## config.mk

```make
export PLATFORM = sky130hd
export DESIGN_NAME = meatsquare_engine_flat
export DESIGN_NICKNAME = d
export VERILOG_FILES = /design/src/rtl/meatsquare_engine_if.sv /design/src/rtl/meatsquare_engine.sv /design/src/flat_wrapper.sv
export SDC_FILE = /design/constraint.sdc
export NUM_CORES = 1
export LEC_CHECK = 0
export CORE_UTILIZATION = 34
export CTS_BUF_LIST = sky130_fd_sc_hd__clkbuf_4
export DETAILED_ROUTE_END_ITERATION = 8
export GPL_TIMING_DRIVEN = 1
export SETUP_SLACK_MARGIN = 0.5
export SLEW_MARGIN = 20
export SYNTH_ARGS = -nofsm -noshare
export SYNTH_HDL_FRONTEND = slang
export SYNTH_SLANG_ARGS = --single-unit
```

## constraint.sdc

```tcl
create_clock -name clock -period 3.1 [get_ports clock]
set_input_delay 0.31 -clock clock [delete_from_list [all_inputs] [get_ports clock]]
set_output_delay 0.31 -clock clock [all_outputs]
set_load 0.05 [all_outputs]
```

## src/rtl/meatsquare_engine_if.sv

```systemverilog
// Meatsquare engine controller/pixel bus.
// Master is the game controller, slave is the engine.
interface meatsquare_engine_if;
   logic       update;
   logic       draw_squares;
   logic [7:0] catcher_x;
   logic [7:0] x;
   logic [6:0] y;
   logic [2:0] colour;
   logic       finish_drawing_squares;
   logic [2:0] catch_count;
   logic [2:0] miss_count;
   logic       score_valid;

   modport master (
      output update, draw_squares, catcher_x,
      input  x, y, colour, finish_drawing_squares,
      input  catch_count, miss_count, score_valid
   );

   modport slave (
      input  update, draw_squares, catcher_x,
      output x, y, colour, finish_drawing_squares,
      output catch_count, miss_count, score_valid
   );
endinterface

```

## src/rtl/meatsquare_engine.sv

```systemverilog
// Falling-square engine: moves, scores and draws four squares.
// Define SQUARE_LFSR_EN for LFSR-based respawn columns.
module meatsquare_engine #(
   parameter int         NUM_SQ    = 4,
   parameter int         SQ_SIZE   = 4,
   parameter int         CATCHER_Y = 112,
   parameter int         CATCHER_W = 16,
   parameter logic [2:0] SQ_COLOUR = 3'b100
) (
   input logic                clock,
   input logic                reset,
   meatsquare_engine_if.slave bus
);

   typedef enum logic [2:0] {IDLE, MOVE, ERASE, DRAW, DONE} state_t;

   localparam logic [6:0] Y_TOP = 7'(CATCHER_Y - SQ_SIZE);
   localparam logic [6:0] Y_MAX = 7'(120 - SQ_SIZE);

   state_t state, state_nxt;
   logic [6:0] cnt;
   logic       done_seen;
   logic [7:0] sq_x   [NUM_SQ];
   logic [6:0] sq_y   [NUM_SQ];
   logic [7:0] prev_x [NUM_SQ];
   logic [6:0] prev_y [NUM_SQ];
   logic [7:0] rx     [NUM_SQ];
   logic [6:0] y_nxt  [NUM_SQ];
   logic [NUM_SQ-1:0] hit, lost;
   logic [2:0] n_catch, n_miss;
   logic [2:0] catch_q, miss_q;
   logic       valid_q;
   logic [1:0] sel;

   function automatic logic [7:0] home_x(input logic [1:0] i);
      case (i)
         2'd0:    home_x = 8'd24;
         2'd1:    home_x = 8'd64;
         2'd2:    home_x = 8'd104;
         default: home_x = 8'd136;
      endcase
   endfunction

`ifdef SQUARE_LFSR_EN
   logic [7:0] lfsr;

   // free-running LFSR, taps 8,6,5,4
   always_ff @(posedge clock) begin
      if (!reset) lfsr <= 8'hA5;
      else lfsr <= {lfsr[6:0], lfsr[7] ^ lfsr[5] ^ lfsr[4] ^ lfsr[3]};
   end

   // respawn column per square from the LFSR
   always_comb begin
      for (int i = 0; i < NUM_SQ; i++)
         rx[i] = ((lfsr ^ 8'(i * 8'h35)) & 8'h7F) + 8'd16;
   end
`else
   logic [1:0] idx;

   // table rotation index, steps on MOVEs that respawn
   always_ff @(posedge clock) begin
      if (!reset) idx <= 2'd0;
      else if (state == MOVE && |(hit | lost)) idx <= idx + 2'd1;
   end

   // respawn column per square from the rotated table
   always_comb begin
      for (int i = 0; i < NUM_SQ; i++)
         rx[i] = home_x(idx + 2'(i));
   end
`endif

   // catch / miss detection for the next row step
   always_comb begin
      n_catch = '0;
      n_miss  = '0;
      hit     = '0;
      lost    = '0;
      for (int i = 0; i < NUM_SQ; i++) begin
         y_nxt[i] = sq_y[i] + 7'd1;
         hit[i] = (sq_y[i] < Y_TOP) && (y_nxt[i] >= Y_TOP)
               && ({1'b0, sq_x[i]} + 9'(SQ_SIZE) > {1'b0, bus.catcher_x})
               && ({1'b0, sq_x[i]} < {1'b0, bus.catcher_x} + 9'(CATCHER_W));
         lost[i] = (y_nxt[i] > Y_MAX) && !hit[i];
         n_catch = n_catch + {2'b0, hit[i]};
         n_miss  = n_miss + {2'b0, lost[i]};
      end
   end

   // state register
   always_ff @(posedge clock) begin
      if (!reset) state <= IDLE;
      else state <= state_nxt;
   end

   // next state: update beats draw in IDLE
   always_comb begin
      state_nxt = state;
      unique case (state)
         IDLE: begin
            if (bus.update) state_nxt = MOVE;
            else if (bus.draw_squares) state_nxt = ERASE;
         end
         MOVE: state_nxt = IDLE;
         ERASE, DRAW: begin
            if (cnt == 7'd127) state_nxt = DONE;
            else if (cnt[3:0] == 4'hF) state_nxt = cnt[4] ? ERASE : DRAW;
         end
         DONE: if (!bus.draw_squares) state_nxt = IDLE;
         default: state_nxt = IDLE;
      endcase
   end

   // pixel counter and DONE-entry tracking
   always_ff @(posedge clock) begin
      if (!reset) begin
         cnt       <= 7'd0;
         done_seen <= 1'b0;
      end else begin
         cnt       <= (state == ERASE || state == DRAW) ? cnt + 7'd1 : 7'd0;
         done_seen <= (state == DONE);
      end
   end

   // square positions; prev keeps the old spot for erasing
   always_ff @(posedge clock) begin
      if (!reset) begin
         for (int i = 0; i < NUM_SQ; i++) begin
            sq_x[i]   <= home_x(2'(i));
            sq_y[i]   <= 7'(30 * i);
            prev_x[i] <= home_x(2'(i));
            prev_y[i] <= 7'(30 * i);
         end
      end else if (state == MOVE) begin
         for (int i = 0; i < NUM_SQ; i++) begin
            prev_x[i] <= sq_x[i];
            prev_y[i] <= sq_y[i];
            sq_x[i]   <= (hit[i] || lost[i]) ? rx[i] : sq_x[i];
            sq_y[i]   <= (hit[i] || lost[i]) ? 7'd0 : y_nxt[i];
         end
      end
   end

   // score report, valid only in the cycle after MOVE
   always_ff @(posedge clock) begin
      if (!reset) begin
         valid_q <= 1'b0;
         catch_q <= 3'd0;
         miss_q  <= 3'd0;
      end else begin
         valid_q <= (state == MOVE);
         catch_q <= (state == MOVE) ? n_catch : 3'd0;
         miss_q  <= (state == MOVE) ? n_miss : 3'd0;
      end
   end

   assign sel = cnt[6:5];

   // pixel output, zero outside ERASE/DRAW
   always_comb begin
      bus.x      = 8'd0;
      bus.y      = 7'd0;
      bus.colour = 3'd0;
      if (state == ERASE) begin
         bus.x = prev_x[sel] + {6'd0, cnt[1:0]};
         bus.y = prev_y[sel] + {5'd0, cnt[3:2]};
      end else if (state == DRAW) begin
         bus.x      = sq_x[sel] + {6'd0, cnt[1:0]};
         bus.y      = sq_y[sel] + {5'd0, cnt[3:2]};
         bus.colour = SQ_COLOUR;
      end
   end

   assign bus.finish_drawing_squares = (state == DONE) && !done_seen;
   assign bus.score_valid = valid_q;
   assign bus.catch_count = catch_q;
   assign bus.miss_count  = miss_q;

endmodule
```

## src/flat_wrapper.sv

```systemverilog
// flat-port wrapper written by rule: the top's interface ports become plain ports
module meatsquare_engine_flat 
#(
   parameter int         NUM_SQ    = 4,
   parameter int         SQ_SIZE   = 4,
   parameter int         CATCHER_Y = 112,
   parameter int         CATCHER_W = 16,
   parameter logic [2:0] SQ_COLOUR = 3'b100
)
  (clock, reset, bus_update, bus_draw_squares, bus_catcher_x, bus_x, bus_y, bus_colour, bus_finish_drawing_squares, bus_catch_count, bus_miss_count, bus_score_valid);
  meatsquare_engine_if bus_i ();
  input logic clock;
  input logic reset;
  input wire logic [$bits(bus_i.update)-1:0] bus_update;
  input wire logic [$bits(bus_i.draw_squares)-1:0] bus_draw_squares;
  input wire logic [$bits(bus_i.catcher_x)-1:0] bus_catcher_x;
  output wire logic [$bits(bus_i.x)-1:0] bus_x;
  output wire logic [$bits(bus_i.y)-1:0] bus_y;
  output wire logic [$bits(bus_i.colour)-1:0] bus_colour;
  output wire logic [$bits(bus_i.finish_drawing_squares)-1:0] bus_finish_drawing_squares;
  output wire logic [$bits(bus_i.catch_count)-1:0] bus_catch_count;
  output wire logic [$bits(bus_i.miss_count)-1:0] bus_miss_count;
  output wire logic [$bits(bus_i.score_valid)-1:0] bus_score_valid;
  assign bus_i.update = bus_update;
  assign bus_i.draw_squares = bus_draw_squares;
  assign bus_i.catcher_x = bus_catcher_x;
  assign bus_x = bus_i.x;
  assign bus_y = bus_i.y;
  assign bus_colour = bus_i.colour;
  assign bus_finish_drawing_squares = bus_i.finish_drawing_squares;
  assign bus_catch_count = bus_i.catch_count;
  assign bus_miss_count = bus_i.miss_count;
  assign bus_score_valid = bus_i.score_valid;
  meatsquare_engine #(.NUM_SQ(NUM_SQ), .SQ_SIZE(SQ_SIZE), .CATCHER_Y(CATCHER_Y), .CATCHER_W(CATCHER_W), .SQ_COLOUR(SQ_COLOUR)) u_core (.clock(clock), .reset(reset), .bus(bus_i));
endmodule
```

### Word-level counts from Yosys, hierarchy flattened

Memory sizes are Yosys's and may differ from the RTL's. A register that Yosys moved wholly into a read port is not among the register bits.
Cells that the tools add are included.

| operators by class | value |
|---|---|
| $add $sub $neg | 23 |
| $mul | 0 |
| divide/modulo/power cells | 0 |
| order comparisons | 20 |
| equality and inequality tests | 17 |
| shift operators | 0 |
| muxes and demuxes | 53 |
| bitwise gates (word level) | 17 |
| reduce and logical (&&, ||, !) cells | 38 |

Operators with widths:

| operator | number |
|---|---|
| $mux W8 | 18 |
| $mux W7 | 14 |
| $pmux W8 S3 | 4 |
| $add A8 B3 Y9 const B | 4 |
| $gt A9 B8 Y1 | 4 |
| $lt A8 B9 Y1 | 4 |
| $add A7 B1 Y7 const B | 5 |
| $ge A7 B7 Y1 const B | 4 |
| $gt A7 B7 Y1 const B | 4 |
| $lt A7 B7 Y1 const B | 4 |
| $mux W3 | 7 |
| $logic_and A1 B1 Y1 | 18 |
| $add A8 B2 Y8 | 2 |
| $or A1 B1 Y1 | 16 |
| $add A7 B2 Y7 | 2 |
| $add A3 B1 Y3 | 4 |
| $add A8 B5 Y9 const B | 1 |
| $pmux W3 S3 | 1 |
| $eq A2 B1 Y1 const B | 4 |
| $eq A2 B2 Y1 const B | 4 |
| $logic_not A2 Y1 | 4 |
| $mux W2 | 4 |
| $eq A7 B7 Y1 const B | 1 |
| $eq A3 B2 Y1 const B | 2 |
| 18 further kinds | 33 |

| word-level totals | value |
|---|---|
| register bits after elaboration | 20 |
| bits in latches | 0 |
| bits in writable memories | 120 |
| ROM bits | 0 |
| output and inout bits | 26 |
| memories kept | 4 |

Memories:

| name | words | bits a word | read ports | clocked after Yosys merged registers in | write ports | line | RTL |
|---|---|---|---|---|---|---|---|
| u_core.prev_x | 4 | 8 | 1 | 1 | 4 | meatsquare_engine.sv:25 | `logic [7:0] prev_x [NUM_SQ];` |
| u_core.sq_x | 4 | 8 | 5 | 1 | 4 | meatsquare_engine.sv:23 | `logic [7:0] sq_x [NUM_SQ];` |
| u_core.prev_y | 4 | 7 | 1 | 1 | 4 | meatsquare_engine.sv:26 | `logic [6:0] prev_y [NUM_SQ];` |
| u_core.sq_y | 4 | 7 | 5 | 1 | 4 | meatsquare_engine.sv:24 | `logic [6:0] sq_y [NUM_SQ];` |

### Longest topological paths before layout

An unclocked memory read counts as a cell.

| depth | value |
|---|---|
| depth after elaboration | 11 |
| depth in mapped cells | 15 |
| depth with buffers taken out | 15 |

### Worst setup path before layout

OpenSTA, ideal clock, no wires.

| timing | value |
|---|---|
| path type | reg2out |
| from | reg, netlist name u_core.cnt[6] |
| to | out bus_y[6] |
| data arrival time | 3.679 ns |
| data required time | 2.790 ns |
| path slack | -0.889 ns |
| cell stages (with the launch flop) | 13 |
| path through | dfxtp_1 buf_2 clkbuf_1 clkbuf_1 mux4_2 ha_1 inv_1 fa_1 nor2_1 nand3_1 xnor2_1 nor2_1 a211oi_1 |

RTL lines:

| element | line | RTL |
|---|---|---|
| end: declaration | flat_wrapper.sv:18 | `output wire logic [$bits(bus_i.y)-1:0] bus_y;` |

==> impl_metrics.toml <==
[timing]
worst_pin_slew_ns = 0.847
fmaxAchievable_ghz = 0.310
hold_viol = 0
layout_min_cycle_time_ns = 3.23
rsz0062_at_grt = "yes"
slew_violations = 0
holdWs_ns = 0.460
fin_skew_ns = 0.0201
max_slew_margin = 0.435
setup_viol = 5
finalCritPeriodShare = 1.04
timing.final.ws_setup_ns = -0.126

[grt]
overflow = 0
grt_antenna_before_repair = 0
grt_pass1_vias = 5687
grt_use_total = 0.183
grt_pass1_wl_microns = 31400
grt_max_degree = 43

[die]
pin_count = 38
dieArea_sq_um = 23000
die_w_microns = 152
core_area_sq_um = 21900
start_util = 0.348
core.rowCount = 54
die_h_microns = 152

[layout]
n_antenna_cell = 0
area_growth_pct = 31.1
fill_cells = 2022
drive_above_1_share = 0.332
nets = 901

[cts]
cts_sinks = 116
cts_max_path_buffers = 2
cts_tree = "built"
insertion_delay_ns = 0.54
cts.clk_slew.worst_paths_ns = 0.11
root_buffer = "clkbuf_4"
htree_levels = 4
cts_buffers = 17
hold_buffers = 0

[synth]
yosysWarningCount = 0
synth_top_family_by_area = "simple AND/OR/NAND/NOR gates"
synthAdderAreaFrac = 0.111
ys_seq_elements = 116
yosysTopAreaCellShare = 0.378
synth.top_cells.by_count = "edfxtp_1 (96), ha_1 (61), nor2_1 (59)"
ys_types = 78
syn_area_sq_um = 7620
ys_seq_area_frac = 0.431
synth_mux_area_frac = 0.0832
synthTopCellsByArea = "edfxtp_1 (38%), ha_1 (10%), mux4_2 (6.8%), dfxtp_1 (5.3%), and3_1 (3.3%)"
synth-edff-count = 96
synthSimpleGateAreaFrac = 0.179
synth_xor_area_frac = 0.0402
ys_async_sr_fraction = 0
ys.flop_type = "edfxtp_1"
synthCells = 706
yosysMostFrequentCell = "edfxtp_1"
synth_compound_area_frac = 0.110
synth_top_area_cell = "edfxtp_1"
synth_area_per_cell_sq_um = 10.8

[outcome]
violations = "negative setup slack"
run_status = "finished, violations left"

[critical_path]
worstSetupStartpointType = "flip-flop"
worst-path-buf-inv = 2
worstPathRequired_ns = 2.79
crit_family = "adder cells"
cp_slowest_stage_delay_ns = 0.51
arrival_ns = 2.92
cp_cell_sequence = "buf_6, mux4_2, ha_4, fa_2, nand3_4, nor2_4, xnor2_2, a211oi_4, buf_12"
cp_max_fo = 2
crit_type = "flip-flop to primary output"
cp_slowest_cell = "mux4_2"
end_kind = "primary output"

[power_and_ir_drop]
swShare = 0.366
p_sw_mw = 2.01
pwr-share-comb = 0.395
internal_power_mw = 3.48
p_per_area_nw_per_um2 = 549
leakage_nw = 3.78
ir_drop_v = 0.000199
pwr-share-clk = 0.227
power_mw = 5.49
p_seq_frac = 0.378

[place]
gp_congestion = 0.903
hpwl_microns = 14600
port_buffers = 34
dp_slack_ns = -0.729

[routing]
routed_wirelength_microns = 20400
vias = 5912
drt-pass1-iter-count = 5
drcViolationCount = 0
antenna_left = 0
via_per_inst = 5.29
drtIter0Drc = 365
wl_per_cell_microns = 18.3

[hold_path]
min_path_type = "flip-flop to flip-flop"

[flow_run]
maxCapViolCount = 0
-- path summary, 6_finish.rpt --
path	depth (start not counted)	startpoint	slack, ns	to
worst min-delay path	1	u_core.cnt[0]$_SDFF_PN0_	0.46	u_core.cnt[0]$_SDFF_PN0_
worst min register to register	1	u_core.cnt[0]$_SDFF_PN0_	0.46	u_core.cnt[0]$_SDFF_PN0_
worst max register to register	13	u_core.sq_x[0][6]$_SDFFCE_PN0P_	0.05	u_core.bus.miss_count[1]$_SDFF_PN0_
worst max-delay path	9	u_core.sq_y[3][0]$_SDFFCE_PP0P_	-0.13	bus_y[6]
-- worst register-to-register path: stages (launching register included) --
cell	delay, ns
edfxtp_1	0.55
ha_4	0.34
o21a_1	0.11
nor2_2	0.04
a2111oi_2	0.32
nor4bb_4	0.30
and2_4	0.20
nor2b_1	0.05
ha_1	0.28
inv_2	0.04
fa_2	0.33
inv_2	0.07
ha_4	0.18
and3_4	0.16
-- per-stage QoR --
step	instances	area, sq um	util	setup TNS, ns
6_report	1117	9990	0.457	-0.307
5_1_grt	1117	9990	0.457	-0.961
4_1_cts	1104	9560	0.437	-0.757
3_5_place_dp	1059	9010	0.411	-9.77
3_3_place_gp	1059	9010	0.411	-8.09
2_1_floorplan	708	7850	-	0
-- layout by cell type (no fill, tap or decap), types with 9 or more instances in the layout --
cell	instances
inv_1	30
buf_6	19
mux2i_1	9
ha_1	44
xor2_1	12
buf_4	92
nand3_1	20
nand2_1	44
and3_1	36
edfxtp_1	96
clkdlybuf4s50_1	15
a21oi_1	23
ha_4	15
o21ai_0	14
dfxtp_1	18
mux4_2	23
buf_12	11
or3_1	21
xnor2_1	19
nor2_1	53
clkbuf_4	20
-- logic make-up (layout without fill, tap and decap cells) --
family,count (synthesis),in the layout
flip-flops,116,116
AND/OR/NAND/NOR,256,256
buffers and inverters,80,209
AO/OA/AOI/OAI,120,120
other,1,3
multiplexers,33,33
adder cells (fa/ha/maj),65,65
XOR/XNOR,35,35
-- registers in the layout (all words and copies together), names as in the netlist --
name	cells
u_core.bus.miss_count	3
u_core.state	3
u_core.bus.score_valid	1
u_core.done_seen	1
u_core.prev_y	28
u_core.sq_y	28
u_core.prev_x	20
u_core.bus.catch_count	3
u_core.cnt	7
u_core.idx	2
u_core.sq_x	20
-- metal layers --
layer / GRT usage / share of wire / up-vias
met1: 0.257 / 0.48 / 2937
met5: 0 / 0 / -
li1: - / - / 2848
met4: 0.0455 / 0.012 / 0
met3: 0.0395 / 0.037 / 17
met2: 0.287 / 0.47 / 110
-- power groups by stage --
| stage | combinational (mW) | clock, mW | sequential (mW) |
|---|---|---|---|
| CTS | 2.03 | 1.27 | 2.07 |
| detailed placement | 1.95 | 0 | 2.11 |
| global placement | 1.93 | 0 | 2.10 |
| finish | 2.17 | 1.25 | 2.07 |
| floorplan | 1.28 | 0 | 2.06 |
| global route | 2.36 | 1.34 | 2.10 |
-- timing repair --
item                                    CTS  global route
cloned                                    0             1
endpoints found under the setup margin   61            63
resized for setup                        37            65
setup buffers                            13            12
pin swaps                                22            31
-- cell type report --
type                            count  area [sq um]  share of cell area
Multi-Input combinational cell    512          4560               0.456
Clock buffer                       20           150              0.0150
Sequential cell                   116          3290               0.329
Tap cell                          280           350              0.0351
Clock inverter                     12           163              0.0163
Timing Repair Buffer              145          1370               0.137
Inverter                           32           120              0.0120
Note: power is estimated with default switching activity, not from simulation.
